===== config.mk =====
export PLATFORM = sky130hd
export DESIGN_NAME = trap_sequencer
export DESIGN_NICKNAME = d
export VERILOG_FILES = /design/src/rtl/trap_sequencer.sv
export SDC_FILE = /design/constraint.sdc
export NUM_CORES = 1
export LEC_CHECK = 0
export CELL_PAD_IN_SITES_DETAIL_PLACEMENT = 0
export CELL_PAD_IN_SITES_GLOBAL_PLACEMENT = 1
export CORE_MARGIN = 3
export CORE_UTILIZATION = 33
export DETAILED_ROUTE_END_ITERATION = 12
export GPL_TIMING_DRIVEN = 0
export MAX_ROUTING_LAYER = met4
export PLACE_DENSITY = 0.93
export REMOVE_ABC_BUFFERS = 1
export SKIP_LAST_GASP = 1
export SLEW_MARGIN = 15
export SYNTH_ARGS = -nofsm -noshare
export SYNTH_HDL_FRONTEND = slang
export SYNTH_SLANG_ARGS = --single-unit

===== constraint.sdc =====
create_clock -name CLK -period 3.9 [get_ports CLK]
set_clock_uncertainty 0.05 [all_clocks]
set_input_delay 0.585 -clock CLK [delete_from_list [all_inputs] [get_ports CLK]]
set_output_delay 0.585 -clock CLK [all_outputs]
set_load 0.01 [all_outputs]

===== src/rtl/trap_sequencer.sv =====
// Sequences the CSR writes and fetch redirect for trap entry and mret.
// Outputs are decoded from the current state and the request latched in IDLE.
module trap_sequencer #(
  parameter bit MTVAL_EN = 1'b1
) (
  input  logic        CLK,
  input  logic        RST,
  input  logic        MEM_WAIT,
  input  logic        TRAP_EN,
  input  logic [31:0] TRAP_PC,
  input  logic [31:0] TRAP_CODE,
  input  logic [31:0] TRAP_JMP_TO,
  input  logic        MRET_EN,
  input  logic [31:0] MEPC_IN,
  input  logic [31:0] MSTATUS_IN,
  output logic        CSR_W_EN,
  output logic [11:0] CSR_W_ADDR,
  output logic [31:0] CSR_W_DATA,
  output logic        FLUSH,
  output logic        JMP_EN,
  output logic [31:0] JMP_TO,
  output logic        BUSY,
  output logic        INT_ALLOW
);

  typedef enum logic [2:0] {
    IDLE, T_MEPC, T_MCAUSE, T_MTVAL, T_MSTATUS, R_MSTATUS, JUMP
  } state_t;

  state_t      state;
  logic [31:0] lat_pc;
  logic [31:0] lat_code;
  logic [31:0] lat_jmp;
  logic [31:0] lat_mstatus;

  function automatic logic [31:0] trap_mstatus(input logic [31:0] m);
    logic [31:0] r;
    r         = m;
    r[7]      = m[3];
    r[3]      = 1'b0;
    r[12:11]  = 2'b11;
    return r;
  endfunction

  function automatic logic [31:0] mret_mstatus(input logic [31:0] m);
    logic [31:0] r;
    r         = m;
    r[3]      = m[7];
    r[7]      = 1'b1;
    r[12:11]  = 2'b11;
    return r;
  endfunction

  always_ff @(posedge CLK) begin
    if (RST) begin
      state       <= IDLE;
      lat_pc      <= '0;
      lat_code    <= '0;
      lat_jmp     <= '0;
      lat_mstatus <= '0;
    end else if (!MEM_WAIT) begin
      case (state)
        IDLE: begin
          if (TRAP_EN) begin
            lat_pc      <= TRAP_PC;
            lat_code    <= TRAP_CODE;
            lat_jmp     <= TRAP_JMP_TO;
            lat_mstatus <= MSTATUS_IN;
            state       <= T_MEPC;
          end else if (MRET_EN) begin
            // mret target is stored already word-aligned
            lat_jmp     <= MEPC_IN & 32'hFFFF_FFFC;
            lat_mstatus <= MSTATUS_IN;
            state       <= R_MSTATUS;
          end
        end
        T_MEPC:    state <= T_MCAUSE;
        T_MCAUSE:  state <= MTVAL_EN ? T_MTVAL : T_MSTATUS;
        T_MTVAL:   state <= T_MSTATUS;
        T_MSTATUS: state <= JUMP;
        R_MSTATUS: state <= JUMP;
        JUMP:      state <= IDLE;
        default:   state <= IDLE;
      endcase
    end
  end

  always_comb begin
    CSR_W_EN   = 1'b0;
    CSR_W_ADDR = '0;
    CSR_W_DATA = '0;
    JMP_EN     = 1'b0;
    JMP_TO     = '0;
    if (!MEM_WAIT) begin
      case (state)
        T_MEPC: begin
          CSR_W_EN   = 1'b1;
          CSR_W_ADDR = 12'h341;
          CSR_W_DATA = lat_pc & 32'hFFFF_FFFC;
        end
        T_MCAUSE: begin
          CSR_W_EN   = 1'b1;
          CSR_W_ADDR = 12'h342;
          CSR_W_DATA = lat_code;
        end
        T_MTVAL: begin
          CSR_W_EN   = 1'b1;
          CSR_W_ADDR = 12'h343;
        end
        T_MSTATUS: begin
          CSR_W_EN   = 1'b1;
          CSR_W_ADDR = 12'h300;
          CSR_W_DATA = trap_mstatus(lat_mstatus);
        end
        R_MSTATUS: begin
          CSR_W_EN   = 1'b1;
          CSR_W_ADDR = 12'h300;
          CSR_W_DATA = mret_mstatus(lat_mstatus);
        end
        JUMP: begin
          JMP_EN = 1'b1;
          JMP_TO = lat_jmp;
        end
        default: ;
      endcase
    end
  end

  assign FLUSH     = (state != IDLE);
  assign BUSY      = (state != IDLE);
  assign INT_ALLOW = (state == IDLE) && MSTATUS_IN[3];

endmodule


==> results of run 1 <==
==> path summary, 6_finish.rpt <==
path              slack, ns                        to                   start  cells past startpoint
setup / recovery       0.34            CSR_W_DATA[13]   state[0]$_SDFFE_PP0P_                      4
setup reg to reg       1.20  lat_jmp[29]$_SDFFE_PP0P_   state[2]$_SDFFE_PP0P_                      3
hold / removal         0.42    lat_pc[7]$_SDFFE_PP0P_  lat_pc[7]$_SDFFE_PP0P_                      2
hold reg to reg        0.42    lat_pc[7]$_SDFFE_PP0P_  lat_pc[7]$_SDFFE_PP0P_                      2
==> area by class of cell <==
| cell class | instances | share of cell area (%) |
|---|---|---|
| Tap cell | 225 | 3.06 |
| Multi-Input combinational cell | 538 | 34.0 |
| Clock inverter | 10 | 1.48 |
| Clock buffer | 21 | 5.11 |
| Inverter | 3 | 0.177 |
| Sequential cell | 127 | 27.6 |
| Timing Repair Buffer | 254 | 28.6 |
==> power by group through the flow <==
stage          Clock [mW]  Combinational (mW)  Sequential, mW
2_1_floorplan           0               0.322            1.47
3_3_place_gp            0               0.695            1.48
3_5_place_dp            0               0.744            1.49
4_1_cts              1.67               0.751            1.46
5_1_grt              1.72               0.822            1.48
6_report             1.63               0.753            1.47
==> layout by cell type, fill, tap and decap left out, types with 3 or more instances in the layout <==
cell             synthesis  routed
clkdlybuf4s50_1          0     230
a21oi_1                155     155
dfxtp_1                127     126
o21ai_0                 97      97
nand3_1                 94      94
and2_1                  33      33
a211oi_1                32      32
nand2_1                 31      31
mux2i_1                 30      30
a32oi_1                 26      26
clkbuf_16                0      17
buf_6                    0      11
nor2_1                   9       7
conb_1                   1       7
buf_4                    9       5
nor3_1                   4       4
a22oi_1                  3       3
clkbuf_8                 0       3
clkinvlp_4               0       3
bufinv_16                0       3
clkinv_2                 0       3
buf_16                   0       3
buf_8                    0       3
==> flip-flops by register name (all words and copies together), names as in the netlist <==
signal and count:
lat_pc 30, lat_code 32, state 3, lat_mstatus 30
lat_jmp 32
==> logic make-up (layout without fill, tap and decap cells) <==
group                  Yosys count  count (layout)  synth area share, %
AOI/OAI and AO/OA              317             317                 29.5
buffers and inverters          103             288                 7.55
DFF                            127             127                 41.9
muxes                           31              31                 5.14
other                            1               7               0.0619
and+or+nand+nor                183             183                 15.9
==> cells in the mapped netlist <==
master     count
buf_2         24
nor4b_2        1
a32oi_1       26
nor4_4         1
o21ai_0       97
conb_1         1
and2_1        33
nor2b_1        3
or2_2          1
a22oi_1        3
o211a_1        1
nand2_1       31
nor2_1         9
a2bb2oi_1      2
nor3b_2        1
nand2b_1       2
nand3_1       94
dfxtp_1      127
a31oi_1        1
a21oi_1      155
buf_4          9
clkinv_1       1
nor4b_1        1
nand3b_1       1
nor3_1         4
a211oi_1      32
or4_4          1
buf_1          5
mux2_2         1
inv_1          2
clkbuf_1      56
mux2i_1       30
clkbuf_2       6
==> per-stage QoR <==
stage | TNS, ns | area (sq um) | cells | utilization [%] | hold slack, ns
after floorplan | -1.79 | 5640 | 668 | - | 0.389
after CTS | 0 | 9210 | 1178 | 52.2 | 0.422
after global routing | 0 | 9210 | 1178 | 52.2 | 0.444
after global placement | -625.23 | 8240 | 1125 | 46.7 | 0.407
after detailed placement | -16.72 | 8560 | 1142 | 48.5 | 0.414
final | 0 | 9210 | 1178 | 52.2 | 0.423
==> worst min-delay path: cells and delay by family, from the launching register on <==
| kind | cells | cell delay, ns |
|---|---|---|
| DFF | 1 | 0.30 |
| AOI/OAI and AO/OA | 2 | 0.12 |
==> metal layers <==
layer	wire, um	track usage, %
met1	9570	27.7
met2	9520	32.1
met3	1850	6.44
met4	283	6.16
met5	0	-
==> what timing repair did <==
action,CTS,global route
gates resized for setup,2,1
setup buffers,5,0
endpoints found under the setup margin,59,6
pin swaps,1,0
==> results by group, run 1 <==
Global routing
  – First-pass GRT wire length: 33,200 um
  – Gr usage total: approximately a fifth
  – Largest net degree at the start of global routing: 96
  – Initial antenna violation count: 0
  – Total grt overflow: 0
  – Vias in the first global route: 6,197

Power and ir drop
  – Comb pwr share: 19.6%
  – Leak: 3.12 nW
  – Total Power: between 3 and 4 mW
  – Max rail drop VDD: roughly 0.00028 V
  – Clk pwr share: 42.4%
  – Cell Int Power: 2.80 mW
  – Power Dens Cells: 418 nW/um^2
  – Sw Share: ~27%
  – NetSw: 1.05 mW
  – Share of power burned in registers: 38.1%

Clock tree
  – Clock sink total: about 130
  – Skew-Pair Late Insertion Delay: slightly above 0.4 ns
  – Reg clk slew, reported paths: roughly 0.06 ns
  – Clk root buf: clkbuf_16
  – Hold-fix buffers, CTS: 0
  – CTS tree: yes
  – TritonCTS Buffers: 17
  – Max Buffers Root-to-Sink: 2
  – H-tree levels: 4

Timing
  – Fin. max-slew vios: 0
  – Min Tclk post-route: 3.56 ns
  – Slew @ Worst Pin: 0.941 ns
  – Fin. Hold Viols: 0
  – Slew HR: 37.3%
  – RSZ-0062 raised after global routing: no
  – Max frequency: 281 MHz
  – Final Cycle Share: 91.4%
  – Post-route setup slack: roughly 0.34 ns
  – Final setup viols: 0

Finish
  – Filler instances: 1,661
  – Syn-to-layout area delta: 52.0%
  – Fraction of layout cells with a size suffix above 1: between 7 and 8%
  – FF/Latch Area: between 2000 and 3000 sq um
  – Fin nets: 1,106
  – Multi-input logic area: approximately 3100 sq um
  – Antenna fix cells: 0

Drt
  – Final wirelength: 21,200 um
  – Post-route ant nets: 0
  – Vias: 6,386
  – 1st-iter DRT viols: 364
  – Vias per cell: 5.42
  – First-pass DRT Iterations: 5
  – Wire length per cell: 18.0 um
  – Residual DRC count: 0

Critical path
  – Worst path bufs/invs: 1
  – Critical path type: register to output pin
  – CP max FO: 26
  – Critical path required time: 3.26 ns
  – Crit path DAT: 2.93 ns
  – CP max-delay cell: nor2b_4
  – Critical path cell sequence: nor2b_4, a32oi_1, a21oi_1, clkdlybuf4s50_1
  – Critical Path Start Type: register
  – Crit path max-delay family: simple AND/OR/NAND/NOR gates
  – Worst path max stage delay: 0.77 ns
  – Endpoint class of the critical path: output pin

Floorplanning
  – Die extent in x: around 140 um
  – Total die area: 20,000 sq um
  – Die Y: 142 um
  – Core area: 17,700 sq um
  – Starting density of the core: between 30 and 40%
  – IO Pins: 246
  – Rows: between 40 and 50

Status
  – Status: complete, no violations

Job
  – Max Cap Viol: 0

Placed design
  – I/O Buffers: 232
  – Hpwl dp: 13,500 um
  – Place WS: -0.590 ns
  – Gpl congestion: 0.770

Yosys
  – Distinct cells, synth: 33
  – Yosys reg bits: approximately 130
  – Share of the synthesized area in the top cell type: 41.9%
  – Mapped cell area: 6060 sq um
  – Cell count after synthesis: 762
  – Syn avg cell area: 7.96 sq um
  – Synth top area cells: dfxtp_1 42%, a21oi_1 13%, o21ai_0 8.0%, nand3_1 7.8%, mux2i_1 5.0%
  – Yosys Warn Count: 0
  – Register area share after synthesis: 41.9%
  – Area leader, netlist: dfxtp_1

Worst hold path
  – Hold WC Path Type: register to register
No activity file was read; power rests on OpenSTA's default activity.
==> inputs of run 2 (changes only) <==
--- a/config.mk
+++ b/config.mk
@@ -13,6 +13,7 @@
 export GPL_TIMING_DRIVEN = 0
 export MAX_ROUTING_LAYER = met4
 export PLACE_DENSITY = 0.93
+export RECOVER_POWER = 25
 export REMOVE_ABC_BUFFERS = 1
 export SKIP_LAST_GASP = 1
 export SLEW_MARGIN = 15
==> run 2 against run 1 <==
  * The run now ends with max-capacitance violations, max-slew violations left
  * Clock power about the same
  * Combinational power about the same
  * Critical path depth unchanged
==> results by group, run 2 (synthesized netlist as in run 1, its figures left out) <==
Clock tree
  – Clk root buf: clkbuf_16
  – TritonCTS Buffers: 17 (unchanged)
  – CTS tree: yes
  – Reg clk slew, reported paths: 0.06 ns (about the same)
  – Clock sink total: 127 (unchanged)
  – Max Buffers Root-to-Sink: 2 (unchanged)
  – Skew-Pair Late Insertion Delay: 0.41 ns (about the same)
  – H-tree levels: 4 (unchanged)

Timing
  – Fin. Hold Viols: 0 (unchanged)
  – Final Cycle Share: 91.1% (-0.34 points)
  – Final setup TNS: 0 ns (unchanged)
  – Max frequency: 282 MHz (+0.38%)
  – Fin. max-slew vios: 62 (+62)
  – RSZ-0062 raised after global routing: no
  – Min Tclk post-route: 3.55 ns (-0.0133 ns)
  – Final setup viols: 0 (unchanged)
  – Post-route setup slack: 0.349 ns (+0.0133 ns)
  – Slew HR: -60.3% (-98 points)
  – Slew @ Worst Pin: 2.40 ns (+1.46 ns)

Finish
  – Fraction of layout cells with a size suffix above 1: 6.93% (-0.10 points)
  – Fin nets: 1,106 (unchanged)
  – Antenna fix cells: 0 (unchanged)
  – Most frequent cells in the layout: 228 x clkdlybuf4s50_1, 155 x a21oi_1, 126 x dfxtp_1
  – Commonest non-fill, non-tap cell in the layout: clkdlybuf4s50_1
  – Biggest regs: lat_code x32, lat_jmp x32
  – Finished Cell Area: 9210 sq um (about the same)
  – Syn-to-layout area delta: 51.9% (about the same)
  – Layout Cells excl Fill: 1,178 (unchanged)
  – Final Util: 52.2% (about the same)

Status
  – Status: finished, violations left
  – Failing checks: max-capacitance violations, max-slew violations

Critical path
  – R2r startpoint: state[2]$_SDFFE_PP0P_
  – Critical path type: register to output pin
  – Endpoint class of the critical path: output pin
  – Crit path DAT: 2.92 ns (about the same)
  – Reg2reg path depth: 3 (unchanged)
  – CP max FO: 26 (unchanged)
  – Reg2Reg Setup Slack: 1.19 ns (about the same)
  – Critical path required time: 3.26 ns (about the same)
  – R2r endpoint: lat_jmp[29]$_SDFFE_PP0P_
  – Critical Path Start Type: register

Placed design
  – I/O Buffers: 232 (unchanged)
  – Place WS: -0.590 ns (unchanged)
  – Gpl congestion: 0.770 (unchanged)
  – Dpl cells: 1,142 (unchanged)
  – Placed cell area: 8560 sq um (unchanged)
  – Hpwl dp: 13,500 um (unchanged)

Global routing
  – First-pass GRT wire length: 33,200 um (unchanged)
  – Initial antenna violation count: 0 (unchanged)
  – Gr usage total: 21.3% (unchanged)
  – Total grt overflow: 0 (unchanged)
  – Vias in the first global route: 6,197 (unchanged)
  – Largest net degree at the start of global routing: 96 (unchanged)

Floorplanning
  – Core area: 17,700 sq um (unchanged)
  – IO Pins: 246 (unchanged)
  – Die Y: 142 um (unchanged)
  – Starting density of the core: 34.3% (unchanged)
  – Rows: 48 (unchanged)
  – Total die area: 20,000 sq um (unchanged)
  – Die extent in x: 142 um (unchanged)

Drt
  – 1st-iter DRT viols: 363 (-0.27%)
  – Post-route ant nets: 0 (unchanged)
  – Final wirelength: 21,200 um (about the same)
  – First-pass DRT Iterations: 5 (unchanged)
  – Vias per cell: 5.43 (+0.11%)
  – Wire length per cell: 18.0 um (about the same)
  – Vias: 6,393 (+0.11%)
  – Residual DRC count: 0 (unchanged)

Job
  – Max Cap Viol: 1 (+1)

Power and ir drop
  – Max rail drop VDD: 0.000283 V (about the same)
  – Power Dens Cells: 418 nW/um^2 (about the same)
  – Leak: 3.12 nW (about the same)

Worst hold path
  – Hold Crit Depth: 2 (unchanged)
  – Hold Path End: lat_code[7]$_SDFFE_PP0P_
  – Hold WC Path Type: register to register
  – Hold Startpoint: lat_code[7]$_SDFFE_PP0P_
## run 2: cell count changes in the layout (fill, tap and decap cells not counted), sizes merged
| cell | previous run | this run |
|---|---|---|
| clkdlybuf4s50 | 230 | 228 |
| dlygate4sd3 | 0 | 2 |
## run 2: per-stage QoR
step / power [mW] / hold WS, ns
floorplan: 1.79 / 0.389
global placement: 2.18 / 0.407
detailed placement: 2.23 / 0.414
CTS: 3.88 / 0.422
global route: 4.01 / 0.444
finish: 3.85 / 0.423
## run 2: per-layer routing
layer / GRT usage [%] / wire length (um)
met2: 32.1 / 9490
met1: 27.7 / 9560
met3: 6.44 / 1850
met4: 6.16 / 299
met5: - / 0
## run 2: where the power goes
part	total, mW	switching [mW]	internal (mW)
sequential	1.47	0.0628	1.40
combinational	0.752	0.401	0.351
clock	1.63	0.581	1.05
total	3.85	1.05	2.80
## run 2: layout make-up
type	count	area, sq um
clock inverters	10	136
repair buffers	254	2630
fillers	1662	8450
inverters	3	16.3
clock buffers	21	470
flip-flops and latches	127	2540
well taps	225	282
multi-input cells	538	3130
## run 2: critical path: stages (launching register included)
cell and delay [ns]:
dfxtp_1 0.72, nor2b_4 0.77, a32oi_1 0.24, a21oi_1 0.16, clkdlybuf4s50_1 0.61
## run 2: worst max-delay path by stage
| stage | slack, ns | startpoint | endpoint |
|---|---|---|---|
| floorplan | -0.06 | MEM_WAIT | lat_jmp[10]$_SDFFE_PP0P_ |
| CTS | 0.12 | state[1]$_SDFFE_PP0P_ | CSR_W_DATA[5] |
| global route | 0.13 | state[0]$_SDFFE_PP0P_ | CSR_W_DATA[5] |
| finish | 0.35 | state[0]$_SDFFE_PP0P_ | CSR_W_DATA[13] |
| global placement | -5.63 | TRAP_EN | lat_jmp[2]$_SDFFE_PP0P_ |
| detailed placement | -0.59 | state[1]$_SDFFE_PP0P_ | JMP_TO[18] |
## run 2: timing repair
| item | CTS | global route |
|---|---|---|
| hold buffers | 0 | 0 |
| hold endpoints to repair | 0 | 0 |
| setup endpoints to repair | 59 | 6 |
| gates resized for setup | 2 | 1 |
| pin swaps | 1 | 0 |
| setup buffers | 5 | 0 |
